`config.mk`:
```
export PLATFORM = sky130hd
export DESIGN_NAME = wb_stage
export DESIGN_NICKNAME = d
export VERILOG_FILES = /design/src/rtl/wb_stage_pkg.sv /design/src/rtl/wb_load_align.sv /design/src/rtl/wb_stage.sv
export SDC_FILE = /design/constraint.sdc
export NUM_CORES = 1
export LEC_CHECK = 0
export ABC_CLOCK_PERIOD_IN_PS = 3500
export CORE_AREA = 5 5 88 90
export CTS_BUF_LIST = sky130_fd_sc_hd__clkbuf_4
export DETAILED_ROUTE_END_ITERATION = 8
export DIE_AREA = 0 0 93 95
export GPL_TIMING_DRIVEN = 0
export PLACE_DENSITY = 0.91
export SLEW_MARGIN = 0
export SYNTH_ARGS = -nofsm -noshare
export SYNTH_HDL_FRONTEND = slang
export SYNTH_HIERARCHICAL = 1
export SYNTH_SLANG_ARGS = --single-unit
```
`constraint.sdc`:
```
create_clock -name clk -period 3.5 [get_ports clk]
set_input_delay 0.35 -clock clk [delete_from_list [all_inputs] [get_ports clk]]
set_output_delay 0.35 -clock clk [all_outputs]
set_load 0.03 [all_outputs]
```
`src/rtl/wb_stage_pkg.sv`:
```
// Shared control-bundle layout, memory-size encodings and helpers for the write-back stage.
// Holds the CTRL_* bit indices that the other pipeline stages pack into the control bundle.
package wb_stage_pkg;

  localparam int CONTROL_SIGNALS_WIDTH = 10;

  localparam int CTRL_REG_WRITE    = 0;
  localparam int CTRL_MEM_TO_REG   = 1;
  localparam int CTRL_JUMP         = 2;
  localparam int CTRL_MEM_SIZE_LO  = 3;
  localparam int CTRL_MEM_SIZE_HI  = 4;
  localparam int CTRL_MEM_UNSIGNED = 5;
  localparam int CTRL_MEM_READ     = 6;
  localparam int CTRL_MEM_WRITE    = 7;
  localparam int CTRL_BRANCH       = 8;
  localparam int CTRL_ALU_SRC      = 9;

  typedef enum logic [1:0] {
    MEM_SIZE_WORD = 2'b00,
    MEM_SIZE_BYTE = 2'b01,
    MEM_SIZE_HALF = 2'b10,
    MEM_SIZE_RSVD = 2'b11
  } mem_size_e;

  typedef enum logic [1:0] {
    WB_SEL_ALU  = 2'b00,
    WB_SEL_LOAD = 2'b01,
    WB_SEL_PC4  = 2'b10
  } wb_sel_e;

  // Widen a byte or halfword (held in the low bits of field) to 32 bits.
  function automatic logic [31:0] extendField(input logic [15:0] field,
                                              input logic isByte,
                                              input logic isUnsigned);
    logic [31:0] result;
    if (isByte) begin
      result = {{24{~isUnsigned & field[7]}}, field[7:0]};
    end else begin
      result = {{16{~isUnsigned & field[15]}}, field[15:0]};
    end
    return result;
  endfunction

endpackage

```
`src/rtl/wb_load_align.sv`:
```
// Load data alignment: picks the addressed byte/halfword from the raw memory word
// and sign- or zero-extends it; word and reserved sizes pass the word unchanged.
module wb_load_align
  import wb_stage_pkg::*;
(
  input  logic [31:0] i_word,
  input  logic [1:0]  i_offset,
  input  mem_size_e   i_size,
  input  logic        i_unsigned,
  output logic [31:0] o_data
);

  logic [7:0]  w_byte;
  logic [15:0] w_half;

  always_comb begin
    w_byte = 8'h00;
    case (i_offset)
      2'd0:    w_byte = i_word[7:0];
      2'd1:    w_byte = i_word[15:8];
      2'd2:    w_byte = i_word[23:16];
      default: w_byte = i_word[31:24];
    endcase
  end

  // Halfword offset bit 0 is ignored; misaligned halves are trapped before this stage.
  assign w_half = i_offset[1] ? i_word[31:16] : i_word[15:0];

  always_comb begin
    o_data = i_word;
    case (i_size)
      MEM_SIZE_BYTE: o_data = extendField({8'h00, w_byte}, 1'b1, i_unsigned);
      MEM_SIZE_HALF: o_data = extendField(w_half, 1'b0, i_unsigned);
      default:       o_data = i_word;
    endcase
  end

endmodule

```
`src/rtl/wb_stage.sv`:
```
// RV32I write-back stage: write-back mux, register-file write port and one-cycle
// write record for the WB-to-ID bypass. Define WB_RETIRE_CNT_EN to add the instret counter.
module wb_stage
  import wb_stage_pkg::*;
#(
  parameter int XLEN = 32
) (
  input  logic                             clk,
  input  logic                             rst,
  input  logic                             mem_wb_valid,
  input  logic [XLEN-1:0]                  mem_wb_alu_result,
  input  logic [XLEN-1:0]                  mem_wb_mem_data,
  input  logic [XLEN-1:0]                  mem_wb_pc_plus4,
  input  logic [4:0]                       mem_wb_rd,
  input  logic [CONTROL_SIGNALS_WIDTH-1:0] mem_wb_control_signals,
  output logic [XLEN-1:0]                  wb_data,
  output logic                             rf_we,
  output logic [4:0]                       rf_waddr,
  output logic                             wb_last_we,
  output logic [4:0]                       wb_last_rd,
  output logic [XLEN-1:0]                  wb_last_data
`ifdef WB_RETIRE_CNT_EN
  ,
  output logic [63:0]                      instret
`endif
);

  logic            w_regWrite;
  logic            w_memToReg;
  logic            w_jump;
  logic            w_memUnsigned;
  mem_size_e       w_memSize;
  wb_sel_e         w_sel;
  logic [XLEN-1:0] w_loadData;
  logic [XLEN-1:0] w_wbData;
  logic            w_rfWe;
  logic            w_unusedCtrl;

  logic            r_lastWe;
  logic [4:0]      r_lastRd;
  logic [XLEN-1:0] r_lastData;

  assign w_regWrite    = mem_wb_control_signals[CTRL_REG_WRITE];
  assign w_memToReg    = mem_wb_control_signals[CTRL_MEM_TO_REG];
  assign w_jump        = mem_wb_control_signals[CTRL_JUMP];
  assign w_memUnsigned = mem_wb_control_signals[CTRL_MEM_UNSIGNED];
  assign w_memSize     = mem_size_e'(mem_wb_control_signals[CTRL_MEM_SIZE_HI:CTRL_MEM_SIZE_LO]);

  // Memory-stage and execute-stage fields travel in the bundle but are not needed here.
  assign w_unusedCtrl  = ^{mem_wb_control_signals[CTRL_MEM_READ],
                           mem_wb_control_signals[CTRL_MEM_WRITE],
                           mem_wb_control_signals[CTRL_BRANCH],
                           mem_wb_control_signals[CTRL_ALU_SRC]};

  wb_load_align u_loadAlign (
    .i_word     (mem_wb_mem_data),
    .i_offset   (mem_wb_alu_result[1:0]),
    .i_size     (w_memSize),
    .i_unsigned (w_memUnsigned),
    .o_data     (w_loadData)
  );

  // A jump overrides MEM_TO_REG so JAL/JALR always link PC+4.
  always_comb begin
    w_sel = WB_SEL_ALU;
    if (w_jump) begin
      w_sel = WB_SEL_PC4;
    end else if (w_memToReg) begin
      w_sel = WB_SEL_LOAD;
    end
  end

  always_comb begin
    w_wbData = mem_wb_alu_result;
    case (w_sel)
      WB_SEL_PC4:  w_wbData = mem_wb_pc_plus4;
      WB_SEL_LOAD: w_wbData = w_loadData;
      default:     w_wbData = mem_wb_alu_result;
    endcase
  end

  assign w_rfWe   = mem_wb_valid & w_regWrite & (mem_wb_rd != 5'd0);
  assign wb_data  = w_wbData;
  assign rf_we    = w_rfWe;
  assign rf_waddr = mem_wb_rd;

  always_ff @(posedge clk) begin
    if (rst) begin
      r_lastWe   <= 1'b0;
      r_lastRd   <= 5'd0;
      r_lastData <= '0;
    end else begin
      r_lastWe   <= w_rfWe;
      r_lastRd   <= mem_wb_rd;
      r_lastData <= w_wbData;
    end
  end

  assign wb_last_we   = r_lastWe;
  assign wb_last_rd   = r_lastRd;
  assign wb_last_data = r_lastData;

`ifdef WB_RETIRE_CNT_EN
  logic [63:0] r_instret;

  // Counts every real instruction reaching write-back, including ones that write nothing.
  always_ff @(posedge clk) begin
    if (rst) begin
      r_instret <= 64'd0;
    end else if (mem_wb_valid) begin
      r_instret <= r_instret + 64'd1;
    end
  end

  assign instret = r_instret;
`endif

endmodule

```
-- After elaboration in Yosys (flattened, before gate mapping)
Cells that the tools add are included.
- add/sub/neg operators: 0
- multipliers: 0
- divide/modulo/power cells: 0
- magnitude comparators: 0
- eq/ne operators: 6
- shift-type cells: 0
- multiplexer cells: 6
- bitwise operators: 5
- reduce and logical (&&, ||, !) cells: 2
- operator list (cell ; number):
    one-hot mux 32 bit (2 select lines) ; 2
    one-hot mux 8 bit (3 select lines) ; 1
    two-way mux 16 bit ; 1
    equality test 2 x 1 -> 1 bit (second input constant) ; 3
    equality test 2 bit (second input constant) ; 3
    nonzero test 5 bit ; 1
    bitwise AND 1 bit ; 4
    logical NOT 2 bit ; 1
    two-way mux 2 bit ; 1
    two-way mux 1 bit ; 1
    NOT 1 bit ; 1
- register bits: 38
- bits in latches: 0
- RAM bits: 0
- memory bits (read-only): 0
- input bits: 114
- logic and storage cells: 22
- memories kept: 0

-- Depth between registers and ports, before layout
- depth in word-level cells: 5
- mapped depth: 10
- gate-level depth less buffers: 8

-- Hierarchy
The synthesis kept the hierarchy.
- by module, submodules not included (module ; instances ; cells each ; area each (sq um)):
    wb_stage ; 1 ; 199 ; 1900.6
    wb_load_align ; 1 ; 113 ; 711.9

-- Worst setup path after synthesis
No wires, ideal clock.
- path type: input -> output
- start: in mem_wb_control_signals[3]
- end: out wb_data[17]
- data arrival time: 2.031 ns
- setup slack: 1.119 ns
- stages on the path: 8
- buffers on the path: 2
- cell sequence: inv_1 -> ha_1 -> buf_2 -> or2_2 -> clkbuf_1 -> a21oi_1 -> mux2i_1 -> a21oi_1
- cells in the longest elaborated chain, start to end: 3
- RTL lines (what ; line ; text):
    from (decl) ; wb_stage.sv:15 ; input logic [CONTROL_SIGNALS_WIDTH-1:0] mem_wb_control_signals,
    equality test 2 bit / equality test 2 x 1 -> 1 bit (equally long branches) ; wb_load_align.sv:31 ; case (i_size)
    one-hot mux 32 bit (2 select lines) (*) ; wb_load_align.sv:31 ;
    via w_loadData[17] ; wb_stage.sv:34 ; logic [XLEN-1:0] w_loadData;
    one-hot mux 32 bit (2 select lines) (*) ; wb_stage.sv:75 ; case (w_sel)
    to (decl) ; wb_stage.sv:16 ; output logic [XLEN-1:0] wb_data,
Mark *: on every way through the listed nets, which the timed path passes. The rest lies on a longest branch.

-- Worst setup path after layout
- start: in mem_wb_control_signals[3]
- end: out wb_data[1]
The elaborated chain is that of the path after synthesis.

==> results <==
- The run finished with clean final reports.
- STA classifies the critical path endpoint as a primary output.
- In the post-route analysis, the smallest setup slack over all paths is 0.123 ns.
- The final period utilization is 0.965.
- Of all flip-flops after synthesis, the portion carrying an async set or reset was 0.
- The maximum number of pins on one net before global-route repair is 13.
- The arithmetic-cell share of the synthesized area counting full adders, half adders and majority gates is 0.00958.
- Traced cell by cell, the critical path runs through clkdlybuf4s50_1 -> inv_1 -> ha_1 -> buf_2 -> nor2_1 -> o21bai_1 -> o2bb2ai_1 -> mux2i_1 -> a21oi_1 -> clkdlybuf4s50_1.
- The clock input transition at the sequential cells of the worst setup and hold paths is 0.12 ns.
- In this run, post-CTS hold repair placed 0 buffers.
- In the synthesized netlist the dominant register cell turns out to be sky130_fd_sc_hd__dfxtp_1.
- The design internal power is 0.961 mW.
- Detailed placement ended at an HPWL of 8.80 mm.
- Synthesis inferred 38 register bits.
- The cell that appears most often on the critical path is sky130_fd_sc_hd__clkdlybuf4s50_1.
- The type of the setup path with the least slack is in2out.
- The number of fill cells is 584.
- The number of global-route vias before repair is 3270.
- The pre-CTS worst setup slack is 0.0396 ns.
- The synthesis-to-layout area growth is 78.3%.
- The first global-routing pass estimated 16.0 mm of wire.
- The peak per-stage delay on the critical path is 0.69 ns.
- CTS placed an instance of sky130_fd_sc_hd__clkbuf_4 at the clock tree root.
- The synthesized instance count is 312.
- During placement, the flow inserted port buffers numbering 183.
- The initial antenna violation count is 0.
- The placement row count is 31.
- The family with the most delay on the worst path is buffers and inverters.
- The share of the synthesized netlist area taken by xor and xnor gates is 0.
- Of the total power, the share spent switching nets is 0.361.
- For the worst setup path, the data arrival time is 3.03 ns.
- At the pin with the least slew margin, the transition time is 0.593 ns.
- The pre-antenna-repair detailed-routing pass consisted of 4 iterations.
- The proportion of synthesized chip area in sequential cells is 0.291.
- The H-tree was split into 2 levels.
- The sum of buffers and inverters on the critical path is 4.
- The element type at the critical path start is an input port.
- Setup repair after global routing left no endpoint under its margin.
- Ranked by total cell area, the synthesized netlist is headed by sky130_fd_sc_hd__dfxtp_1 (29%), sky130_fd_sc_hd__mux2i_1 (13%), sky130_fd_sc_hd__a21oi_1 (12%).
- In this run the static leakage power is 1.90 nW.
- Across the run, the number of max-cap violations was 0.
- The analysis attributes to net switching a power of 0.542 mW.
- The detailed router finished its first iteration with 147 violations.
- The most area-hungry cell type in the Yosys netlist is sky130_fd_sc_hd__dfxtp_1.
- The total DRC errors in the routed layout is 0.
- The total setup violations reported at the end of the flow is 0.
- Static timing analysis puts the maximum clock frequency at 296 MHz.
- The final RePlAce weighted congestion is 0.908.
- The worst-case clock buffer depth is 2.
- The synthesized design contains 0 enable-type register cells.
- The number of CTS-inserted buffers is 5.
- On the critical path, the stage with the largest delay is an instance of sky130_fd_sc_hd__clkdlybuf4s50_1.
- The worst-case IR drop observed on VDD is 0.124 mV.
- The clock drives 38 sinks.
- The largest fanout on the critical path is 10.
- The worst hold path begins at rst.
- Headroom to the max-slew limit came out at 0.604.
- After synthesis, the largest family of logic cells by area is compound AO/OA/AOI/OAI gates.
- The count of buffers added by post-CTS timing repair for setup is 0.
- The sink of the worst hold path is wb_last_rd[4].
- The routed design has 10.6 mm of wire.
- The compound-cell area share of the yosys netlist is 0.276.
- Each instance of the synthesized netlist takes up on average 8.37 um2.
- During I/O placement, the number of pins put on the boundary was 190.
- The share of cell area taken by muxes after synthesis is 0.166.
- The number of antenna-violating nets in the routed design is 0.
- The number of vias after detailed routing is 3119.
- The share of total power dissipated in sequential elements is 0.315.
- The required time reported for the critical path endpoint is 3.15 ns.
- The number of library cell types mapped by synthesis is 31.
- The number of nets produced by synthesis is 428.
- The average vias per placed instance is 5.33.
- The worst hold-check path type is in2reg.
- Measured along the y axis, the die boundary spans 95 um.
- The total of warnings raised by yosys is 6.
- The post-synthesis simple-gate area fraction is 0.164.
- The combined global-route utilization of all metal layers is 0.231.
- The TritonCTS clock tree is built.
- Subtracting the final worst setup slack from the clock period gives 3.38 ns.
- The share of synthesized area in the top cell type comes to 0.291.
- The number of cells traversed by the worst hold path is 2.
- The final antenna diode count is 0.
- The final-report hold violation count came to 0.
- In this run the power density over the cells is 323 nW/um2.
- In the final routed layout, each cell accounts on average for 18.2 um.
- The logic gate share of total power is 0.485.
- The share of post-route cells with drive strength above 1 is 0.0775.
- The total count of max-transition violations in the final report is 0.
- For this configuration, the core starts out at a cell density of 0.374.
- The die is 93 um wide.
- The area of the placeable core is 6980 um2.
- Of the total power, the clock network draws 0.200.
- Summed over all layers, the global routing overflow is 0.
- The net count reported at finish is 618.
- The final total negative setup slack is 0 ns.
- The cell area that synthesis handed to floorplanning was 2610 um2.
- The full die area is 8840 um2.
## registers in the layout, indices dropped and copies added, names as in the netlist
name	cells
wb_last_data	32
wb_last_rd	5
wb_last_we	1
## timing repair
action,in CTS,in global routing
endpoints found under the setup margin,0,22
resized for setup,0,15
hold endpoints to repair,0,0
## cells in the final DEF (no fill, tap or decap), drive strengths merged, types with 2 or more instances in the layout
| cell | count |
|---|---|
| dlymetal6s2s | 12 |
| nor2b | 50 |
| mux2i | 34 |
| a22oi | 7 |
| dfxtp | 38 |
| clkdlybuf4s50 | 171 |
| nor3 | 3 |
| ha | 2 |
| clkbuf | 20 |
| nor2 | 2 |
| nand2b | 2 |
| buf | 19 |
| clkinv | 2 |
| o2bb2ai | 7 |
| a211oi | 34 |
| inv | 5 |
| a21oi | 63 |
| nand2 | 16 |
| mux2 | 8 |
## worst max path at each step
| stage | from | depth (start not counted) | slack (ns) | end |
|---|---|---|---|---|
| 6_report | mem_wb_control_signals[3] | 10 | 0.12 | wb_data[1] |
| 3_3_place_gp | mem_wb_control_signals[3] | 10 | 0.09 | wb_data[17] |
| 3_5_place_dp | mem_wb_control_signals[3] | 10 | 0.04 | wb_data[17] |
| 4_1_cts | mem_wb_control_signals[3] | 10 | 0.04 | wb_data[17] |
| 2_1_floorplan | mem_wb_control_signals[3] | 8 | 1.12 | wb_data[17] |
| 5_1_grt | mem_wb_alu_result[1] | 8 | 0.02 | wb_data[3] |
## power groups by stage
stage	clock network [mW]	registers, mW	logic (mW)
2_1_floorplan	0	0.552	0.321
3_3_place_gp	0	0.483	0.718
3_5_place_dp	0	0.484	0.728
4_1_cts	0.310	0.474	0.730
5_1_grt	0.327	0.478	0.771
6_report	0.301	0.474	0.729
## kinds of logic after synthesis
kind of cell | count (synthesis)
AOI/OAI and AO/OA | 115
and+or+nand+nor | 76
muxes | 42
buffers and inverters | 39
DFF | 38
adders and majority gates | 2
## layout make-up
| class | instances | area (um2) | area share |
|---|---|---|---|
| repair buffers | 183 | 1860 | 0.400 |
| multi-input cells | 235 | 1610 | 0.346 |
| flip-flops and latches | 38 | 761 | 0.163 |
| plain buffers | 34 | 226 | 0.0486 |
| well taps | 82 | 103 | 0.0220 |
| clock inverters | 3 | 40.0 | 0.00860 |
| clock buffers | 5 | 37.5 | 0.00806 |
| inverters | 5 | 18.8 | 0.00403 |
## layer usage
metal / up-vias / share of wire / track usage
li1: 1513 / - / -
met1: 1423 / 0.40 / 0.273
met2: 160 / 0.49 / 0.400
met3: 23 / 0.078 / 0.0510
met4: 0 / 0.024 / 0.101
met5: - / 0 / 0
## cells in the mapped netlist (2+ instances only)
master	instances
sky130_fd_sc_hd__a211oi_1	34
sky130_fd_sc_hd__a21oi_1	62
sky130_fd_sc_hd__a22oi_1	7
sky130_fd_sc_hd__buf_1	4
sky130_fd_sc_hd__buf_12	3
sky130_fd_sc_hd__buf_2	5
sky130_fd_sc_hd__buf_4	5
sky130_fd_sc_hd__buf_6	3
sky130_fd_sc_hd__clkbuf_1	14
sky130_fd_sc_hd__dfxtp_1	38
sky130_fd_sc_hd__ha_1	2
sky130_fd_sc_hd__inv_1	4
sky130_fd_sc_hd__mux2_2	7
sky130_fd_sc_hd__mux2i_1	34
sky130_fd_sc_hd__nand2_1	16
sky130_fd_sc_hd__nand2b_1	2
sky130_fd_sc_hd__nor2_1	2
sky130_fd_sc_hd__nor2b_1	49
sky130_fd_sc_hd__nor3_1	3
sky130_fd_sc_hd__o2bb2ai_1	7
## metrics by stage
step | hold WS (ns) | instances | total power [mW] | area (um2) | utilization
2_1_floorplan | 0.478 | 312 | 0.874 | 2610 | -
6_report | 0.284 | 585 | 1.50 | 4660 | 0.667
4_1_cts | 0.285 | 585 | 1.51 | 4620 | 0.662
3_3_place_gp | 0.647 | 577 | 1.20 | 4550 | 0.651
5_1_grt | 0.272 | 585 | 1.58 | 4660 | 0.667
3_5_place_dp | 0.662 | 577 | 1.21 | 4550 | 0.651
Note: power is estimated with default switching activity, not from simulation.
